## src/rtl/debounce_pkg.sv

```systemverilog
`default_nettype none
// ============================================================================
// Module      : debounce_pkg
// Description : Shared types and constants for the debounce_arbiter block.
//               - db_state_e   : arbiter FSM state encoding
//               - BTN_RELEASED : reset level of the raw-button synchronizer
// Revision    : 1.0 - initial release
// ============================================================================
package debounce_pkg;

    typedef enum logic [1:0] {
        DB_IDLE   = 2'd0,
        DB_COUNT  = 2'd1,
        DB_COMMIT = 2'd2
    } db_state_e;

    // Raw buttons are active-low, so the synchronizer comes out of reset
    // reporting "not pressed".
    localparam logic BTN_RELEASED = 1'b1;

endpackage : debounce_pkg
`default_nettype wire

```

## src/rtl/rr_pick.sv

```systemverilog
`default_nettype none
// ============================================================================
// Module      : rr_pick
// Description : Combinational round-robin first-set search. Starting at
//               ptr+1 and wrapping at N_REQ, returns the index of the first
//               set bit of pend.
// Ports       : pend  [N_REQ-1:0] in  - request vector
//               ptr   [IDX_W-1:0] in  - index granted last (lowest priority)
//               idx   [IDX_W-1:0] out - selected index (0 when !valid)
//               valid             out - at least one request present
// Revision    : 1.0 - initial release
// ============================================================================
module rr_pick #(
    parameter int N_REQ = 4,
    parameter int IDX_W = $clog2(N_REQ)
) (
    input  logic [N_REQ-1:0] pend,
    input  logic [IDX_W-1:0] ptr,
    output logic [IDX_W-1:0] idx,
    output logic             valid
);

    // One extra bit so ptr + offset (at most 2*N_REQ-1) never overflows.
    localparam int             c_sum_w = IDX_W + 1;
    localparam logic [IDX_W:0] c_n_w   = c_sum_w'(N_REQ);

    logic [IDX_W:0]   w_sum;
    logic [IDX_W-1:0] w_cand;

    // Walk offsets from farthest to nearest; the last hit written is the
    // nearest one after ptr, which gives first-set priority without a break.
    always_comb begin
        idx    = '0;
        valid  = 1'b0;
        w_sum  = '0;
        w_cand = '0;
        for (int k = N_REQ; k >= 1; k--) begin
            w_sum  = {1'b0, ptr} + c_sum_w'(k);
            w_cand = IDX_W'((w_sum >= c_n_w) ? (w_sum - c_n_w) : w_sum);
            if (pend[w_cand]) begin
                idx   = w_cand;
                valid = 1'b1;
            end
        end
    end

endmodule : rr_pick
`default_nettype wire

```

## src/rtl/debounce_arbiter.sv

```systemverilog
`default_nettype none
// ============================================================================
// Module      : debounce_arbiter
// Description : Debounces N_BUTTONS raw active-low push buttons with a single
//               shared stability counter. A round-robin scheduler grants the
//               counter to one button whose synchronized level differs from
//               its debounced state; after DEBOUNCE_CYCLES stable cycles the
//               change is committed and a one-cycle event is emitted.
// Ports       : clk            in  - system clock, rising edge
//               reset          in  - asynchronous reset, active low
//               button[N]      in  - raw buttons, active low (0 = pressed)
//               stable[N]      out - debounced level, active high
//               press_pulse[N] out - one-cycle pulse on accepted press
//               release_pulse[N] out - one-cycle pulse on accepted release
//               busy           out - counter currently granted
//               grant_id       out - index holding the counter (held in idle)
// Config      : DEBOUNCE_RELEASE_PULSE_EN - when defined, accepted releases
//               drive release_pulse; otherwise release_pulse is tied to 0.
// Revision    : 1.0 - initial release
// ============================================================================
module debounce_arbiter
    import debounce_pkg::*;
#(
    parameter int N_BUTTONS       = 4,
    parameter int DEBOUNCE_CYCLES = 8
) (
    input  logic                         clk,
    input  logic                         reset,
    input  logic [N_BUTTONS-1:0]         button,
    output logic [N_BUTTONS-1:0]         stable,
    output logic [N_BUTTONS-1:0]         press_pulse,
    output logic [N_BUTTONS-1:0]         release_pulse,
    output logic                         busy,
    output logic [$clog2(N_BUTTONS)-1:0] grant_id
);

    localparam int               c_idx_w     = $clog2(N_BUTTONS);
    localparam int               c_cnt_w     = $clog2(DEBOUNCE_CYCLES);
    localparam logic [c_cnt_w-1:0] c_cnt_last = c_cnt_w'(DEBOUNCE_CYCLES - 1);
    // Pointer starts at the top index so button 0 is searched first.
    localparam logic [c_idx_w-1:0] c_ptr_rst  = c_idx_w'(N_BUTTONS - 1);

    // ------------------------------------------------------------------
    // Two-flop synchronizer on the raw inputs
    // ------------------------------------------------------------------
    logic [N_BUTTONS-1:0] sync1_q;
    logic [N_BUTTONS-1:0] sync2_q;

    always_ff @(posedge clk or negedge reset) begin
        if (!reset) begin
            sync1_q <= {N_BUTTONS{BTN_RELEASED}};
            sync2_q <= {N_BUTTONS{BTN_RELEASED}};
        end else begin
            sync1_q <= button;
            sync2_q <= sync1_q;
        end
    end

    // ------------------------------------------------------------------
    // Arbiter state
    // ------------------------------------------------------------------
    db_state_e            state_q,  state_d;
    logic [c_cnt_w-1:0]   cnt_q,    cnt_d;
    logic [c_idx_w-1:0]   ptr_q,    ptr_d;
    logic [c_idx_w-1:0]   grant_q,  grant_d;
    logic [N_BUTTONS-1:0] stable_q, stable_d;
    logic [N_BUTTONS-1:0] press_q,  press_d;
`ifdef DEBOUNCE_RELEASE_PULSE_EN
    logic [N_BUTTONS-1:0] release_q, release_d;
`endif

    logic [N_BUTTONS-1:0] w_pressed;
    logic [N_BUTTONS-1:0] w_pend;
    logic [c_idx_w-1:0]   w_pick_idx;
    logic                 w_pick_valid;

    assign w_pressed = ~sync2_q;
    // A button needs attention whenever its synchronized level disagrees
    // with the debounced view.
    assign w_pend    = w_pressed ^ stable_q;

    rr_pick #(
        .N_REQ (N_BUTTONS),
        .IDX_W (c_idx_w)
    ) u_rr_pick (
        .pend  (w_pend),
        .ptr   (ptr_q),
        .idx   (w_pick_idx),
        .valid (w_pick_valid)
    );

    always_comb begin
        state_d  = state_q;
        cnt_d    = cnt_q;
        ptr_d    = ptr_q;
        grant_d  = grant_q;
        stable_d = stable_q;
        press_d  = '0;
`ifdef DEBOUNCE_RELEASE_PULSE_EN
        release_d = '0;
`endif
        case (state_q)
            DB_IDLE: begin
                if (w_pick_valid) begin
                    grant_d = w_pick_idx;
                    cnt_d   = '0;
                    state_d = DB_COUNT;
                end
            end

            DB_COUNT: begin
                if (!w_pend[grant_q]) begin
                    // Input bounced back: drop the grant, but still move the
                    // pointer so a chattering button cannot hog the counter.
                    state_d = DB_IDLE;
                    ptr_d   = grant_q;
                end else if (cnt_q == c_cnt_last) begin
                    // Equality is checked before incrementing, so the counter
                    // never needs a value beyond DEBOUNCE_CYCLES-1.
                    state_d           = DB_COMMIT;
                    stable_d[grant_q] = ~stable_q[grant_q];
                    if (stable_q[grant_q] == 1'b0) begin
                        press_d[grant_q] = 1'b1;
                    end
`ifdef DEBOUNCE_RELEASE_PULSE_EN
                    else begin
                        release_d[grant_q] = 1'b1;
                    end
`endif
                end else begin
                    cnt_d = cnt_q + 1'b1;
                end
            end

            DB_COMMIT: begin
                state_d = DB_IDLE;
                ptr_d   = grant_q;
            end

            default: begin
                state_d = DB_IDLE;
            end
        endcase
    end

    always_ff @(posedge clk or negedge reset) begin
        if (!reset) begin
            state_q  <= DB_IDLE;
            cnt_q    <= '0;
            ptr_q    <= c_ptr_rst;
            grant_q  <= '0;
            stable_q <= '0;
            press_q  <= '0;
        end else begin
            state_q  <= state_d;
            cnt_q    <= cnt_d;
            ptr_q    <= ptr_d;
            grant_q  <= grant_d;
            stable_q <= stable_d;
            press_q  <= press_d;
        end
    end

`ifdef DEBOUNCE_RELEASE_PULSE_EN
    always_ff @(posedge clk or negedge reset) begin
        if (!reset) begin
            release_q <= '0;
        end else begin
            release_q <= release_d;
        end
    end

    assign release_pulse = release_q;
`else
    assign release_pulse = '0;
`endif

    assign stable      = stable_q;
    assign press_pulse = press_q;
    assign busy        = (state_q != DB_IDLE);
    assign grant_id    = grant_q;

endmodule : debounce_arbiter
`default_nettype wire

```

## config.mk

```make
export PLATFORM = sky130hd
export DESIGN_NAME = debounce_arbiter
export DESIGN_NICKNAME = d
export VERILOG_FILES = /design/src/rtl/debounce_pkg.sv /design/src/rtl/rr_pick.sv /design/src/rtl/debounce_arbiter.sv
export SDC_FILE = /design/constraint.sdc
export NUM_CORES = 1
export LEC_CHECK = 0
export BUFFER_PORTS_ARGS = -buffer_cell sky130_fd_sc_hd__buf_2
export CORE_UTILIZATION = 57
export CTS_CLUSTER_DIAMETER = 50
export DETAILED_ROUTE_END_ITERATION = 16
export GPL_TIMING_DRIVEN = 0
export PLACE_DENSITY = 0.81
export SYNTH_ARGS = -nofsm -noshare
export SYNTH_HDL_FRONTEND = slang
export SYNTH_SLANG_ARGS = --single-unit
```

## constraint.sdc

```tcl
create_clock -name clk -period 3.8 [get_ports clk]
set_input_delay 0.38 -clock clk [delete_from_list [all_inputs] [get_ports clk]]
set_output_delay 0.38 -clock clk [all_outputs]
set_load 0.03 [all_outputs]
```

==> metrics.md <==
| Metric | Value |
|---|---|
| Crit path launch type | flip-flop |
| WHS | around 0.015 ns |
| Final setup TNS | 0 ns |
| Gr usage total | a little over a fifth |
| Post-Synth Adder-Cell Area | approximately 2.3% |
| Post-synth EDFFs | 0 |
| CTS tree | yes |
| Vias/cell | roughly 5.4 |
| Share of cells above drive strength 1 | approximately 30% |
| Hold Vio Cnt, Final | 0 |
| Lkg Pwr | between 0.6 and 0.7 nW |
| Max H-tree Level | 1 |
| Worst-path fanout max | 6 |
| TritonRoute pass-1 iters | 4 |
| Die ar. | approximately 2100 sq um |
| Final WL | 1790 um |
| Slew @ Worst Pin | roughly 0.52 ns |
| Register area share after synthesis | 58.1% |
| Clock latency on the worst-skew pair | 0.31 ns |
| DIE WIDTH | about 46 um |
| Post-CTS sizing | 0 |
| Slew HR | roughly two thirds |
| Final net count | around 130 |
| Worst R2R Start | sync2_q[3]$_DFF_PN1_ |
| First-pass GRT wire length | 3100 um |
| Tot Pwr | roughly 0.80 mW |
| Post-Synth XOR/XNOR Area | between 3 and 4% |
| Clock power frac | 14.6% |
| Post-Syn Area | approximately 1100 sq um |
| Final min period | slightly above 2 ns |
| Worst vdd ir | 0.336 mV |
| GPL Wtd Cong | 0.831 |
| Predominant post-synthesis flop cell | dfrtp_1 |
| Initial antenna violation count | 0 |
| Total CTS buffers | 3 |
| Antenna cells | 0 |
| Reg power frac | 48.2% |
| Clk slew on worst S/H paths | approximately 0.13 ns |
| Die Y-Extent | 45.9 um |
| Data required, critical path | 4.01 ns |
| Placed cells | 144 |
| Core area | 1760 sq um |
| Ys async rst share | 100% |
| Most frequent cells in the layout | 17 x buf_2, 16 x nand2_1, 15 x dfrtp_1, 10 x dfstp_2, 8 x o21ai_0 |
| Root buffer cell | clkbuf_4 |
| PD cells | roughly 640 nW/um^2 |
| DR WL/cell | 12.1 um |
| Starting Density | between 60 and 70% |
| Crit. End Element | flip-flop |
| Compound-Gate Fraction of Synth Area | a little over a tenth |
| Vias in the first global route | around 730 |
| CTS Hold Bufs | 0 |
| Netlist cell types | 29 |
| Largest net degree at the start of global routing | 26 |
| Slew Viols, Final | 0 |
| Flops & latches, synth | 25 |
| Post-CTS Setup Bufs | 0 |
| Rows | 15 |
| Yosys Warn Count | 0 |
| Combinational share of power | between 30% and 40% |
| Area Overhead vs Synth | 13.9% |
| Post-synthesis mux area share | under 10% |
| Residual DRC | 0 |
| Fin crit share | a little over half |
| Sw frac | 39.8% |
| RSZ-0062 raised after global routing | false |
| Largest family of logic cells by synthesized area | simple AND/OR/NAND/NOR gates |
| DR vias | about 800 |
| Critical path class | reg -> reg |
| Final Skew | between 0.003 and 0.004 ns |
| NetSw | ~0.32 mW |
| Data arrival, critical path | between 2 and 2.5 ns |
| Syn Inst Count | 100 |
| Antenna-violating nets left | 0 |
| # clock sinks | 25 |
| Congestion Overflow GR | 0 |
| Critical path origin | sync2_q[3]$_DFF_PN1_ |
| Post-Synth Simple-Gate Area | ~15% |
| Fmax | about 0.48 GHz |
| Non-Filler Instances | 148 |
| Internal | ~0.48 mW |
| Violation count after the first detailed-route iteration | 18 |
| Fill cells | 135 |
| Port buffer count | 16 |
| Final setup fails | 0 |
| Top Ports | 21 |
| Status | completed |
| Hold WC Path Type | in -> async |
| Core Util, Final | between 70% and 80% |
| CTS max path bufs | 2 |
| Max cap viols | 0 |
| DP HPWL | between 1000 and 1500 um |
| Most common cell after layout, fill and taps aside | buf_2 |
| Syn avg cell area | ~11 sq um |
[power by group through the flow]
stage / combinational (mW) / sequential (mW) / clock (mW)
finish: 0.297 / 0.386 / 0.117
global route: 0.334 / 0.395 / 0.128
CTS: 0.299 / 0.386 / 0.121
detailed placement: 0.296 / 0.390 / 0
global placement: 0.284 / 0.389 / 0
floorplan: 0.197 / 0.410 / 0
[area by class of cell]
class | instances | area, sq um | area share, %
plain buffers | 5 | 35.0 | 2.80
clock buffers | 3 | 22.5 | 1.80
clock inverters | 1 | 7.51 | 0.600
inverters | 5 | 18.8 | 1.50
multi-input cells | 68 | 418 | 33.4
flip-flops and latches | 25 | 638 | 51.0
well taps | 25 | 31.3 | 2.50
repair buffers | 16 | 80.1 | 6.40
[kinds of logic after synthesis]
family | Yosys count
mux | 4
buf+inv | 10
compound gates | 18
fa+ha+maj | 2
xor+xnor | 5
flops | 25
simple gates | 35
other cells | 1
[path summary, 6_finish.rpt]
path,slack [ns],cells past startpoint,end
setup / recovery,1.74,5,cnt_q[2]$_DFFE_PN0P_
hold / removal,0.01,1,stable[0]$_DFFE_PN0P_
setup reg to reg,1.74,5,cnt_q[2]$_DFFE_PN0P_
hold reg to reg,0.37,0,sync2_q[1]$_DFF_PN1_
max in group asynchronous,3.41,1,ptr_q[1]$_DFFE_PN1P_
min in group clk,0.15,1,sync1_q[2]$_DFF_PN1_
[per-layer routing]
layer	up-vias	global-route usage (%)	routed length (um)
li1	386	-	-
met1	375	27.1	809
met2	33	35.2	864
met3	2	2.38	105
met4	0	8.82	13
met5	-	0	0
[flip-flops by register name (all words and copies together), names as in the netlist]
name,cells
grant_id,2
cnt_q,3
press_pulse,4
stable,4
state_q,2
sync1_q,4
ptr_q,2
sync2_q,4
[worst max-delay path: stages (launching register included)]
cell and delay [ns]:
dfstp_2 0.57, xor2_1 0.15, mux4_2 0.57, or3b_1 0.37, buf_2 0.17, mux2i_1 0.12
[cells in the mapped netlist (all sizes together), types with 2 or more instances]
cell type / number / area share, %
o21ai: 8 / 3.6
a21oi: 2 / 0.91
xor2: 4 / 3.2
mux2i: 3 / 2.7
dfstp: 10 / 24
nor2b: 2 / 1.1
a311o: 2 / 1.8
inv: 5 / 1.7
ha: 2 / 2.3
nand2: 16 / 5.5
nand4: 2 / 1.1
dfrtp: 15 / 34
buf: 5 / 3.2
or3: 2 / 1.1
nor2: 6 / 2.0
nor3: 4 / 1.8
[per-stage QoR]
stage,cell area (sq um),setup WS [ns]
final,1250,1.74
after floorplan,1110,1.78
after global placement,1220,1.81
after CTS,1250,1.73
after global routing,1250,1.62
after detailed placement,1220,1.78
Power figures use the tool's default switching activity.
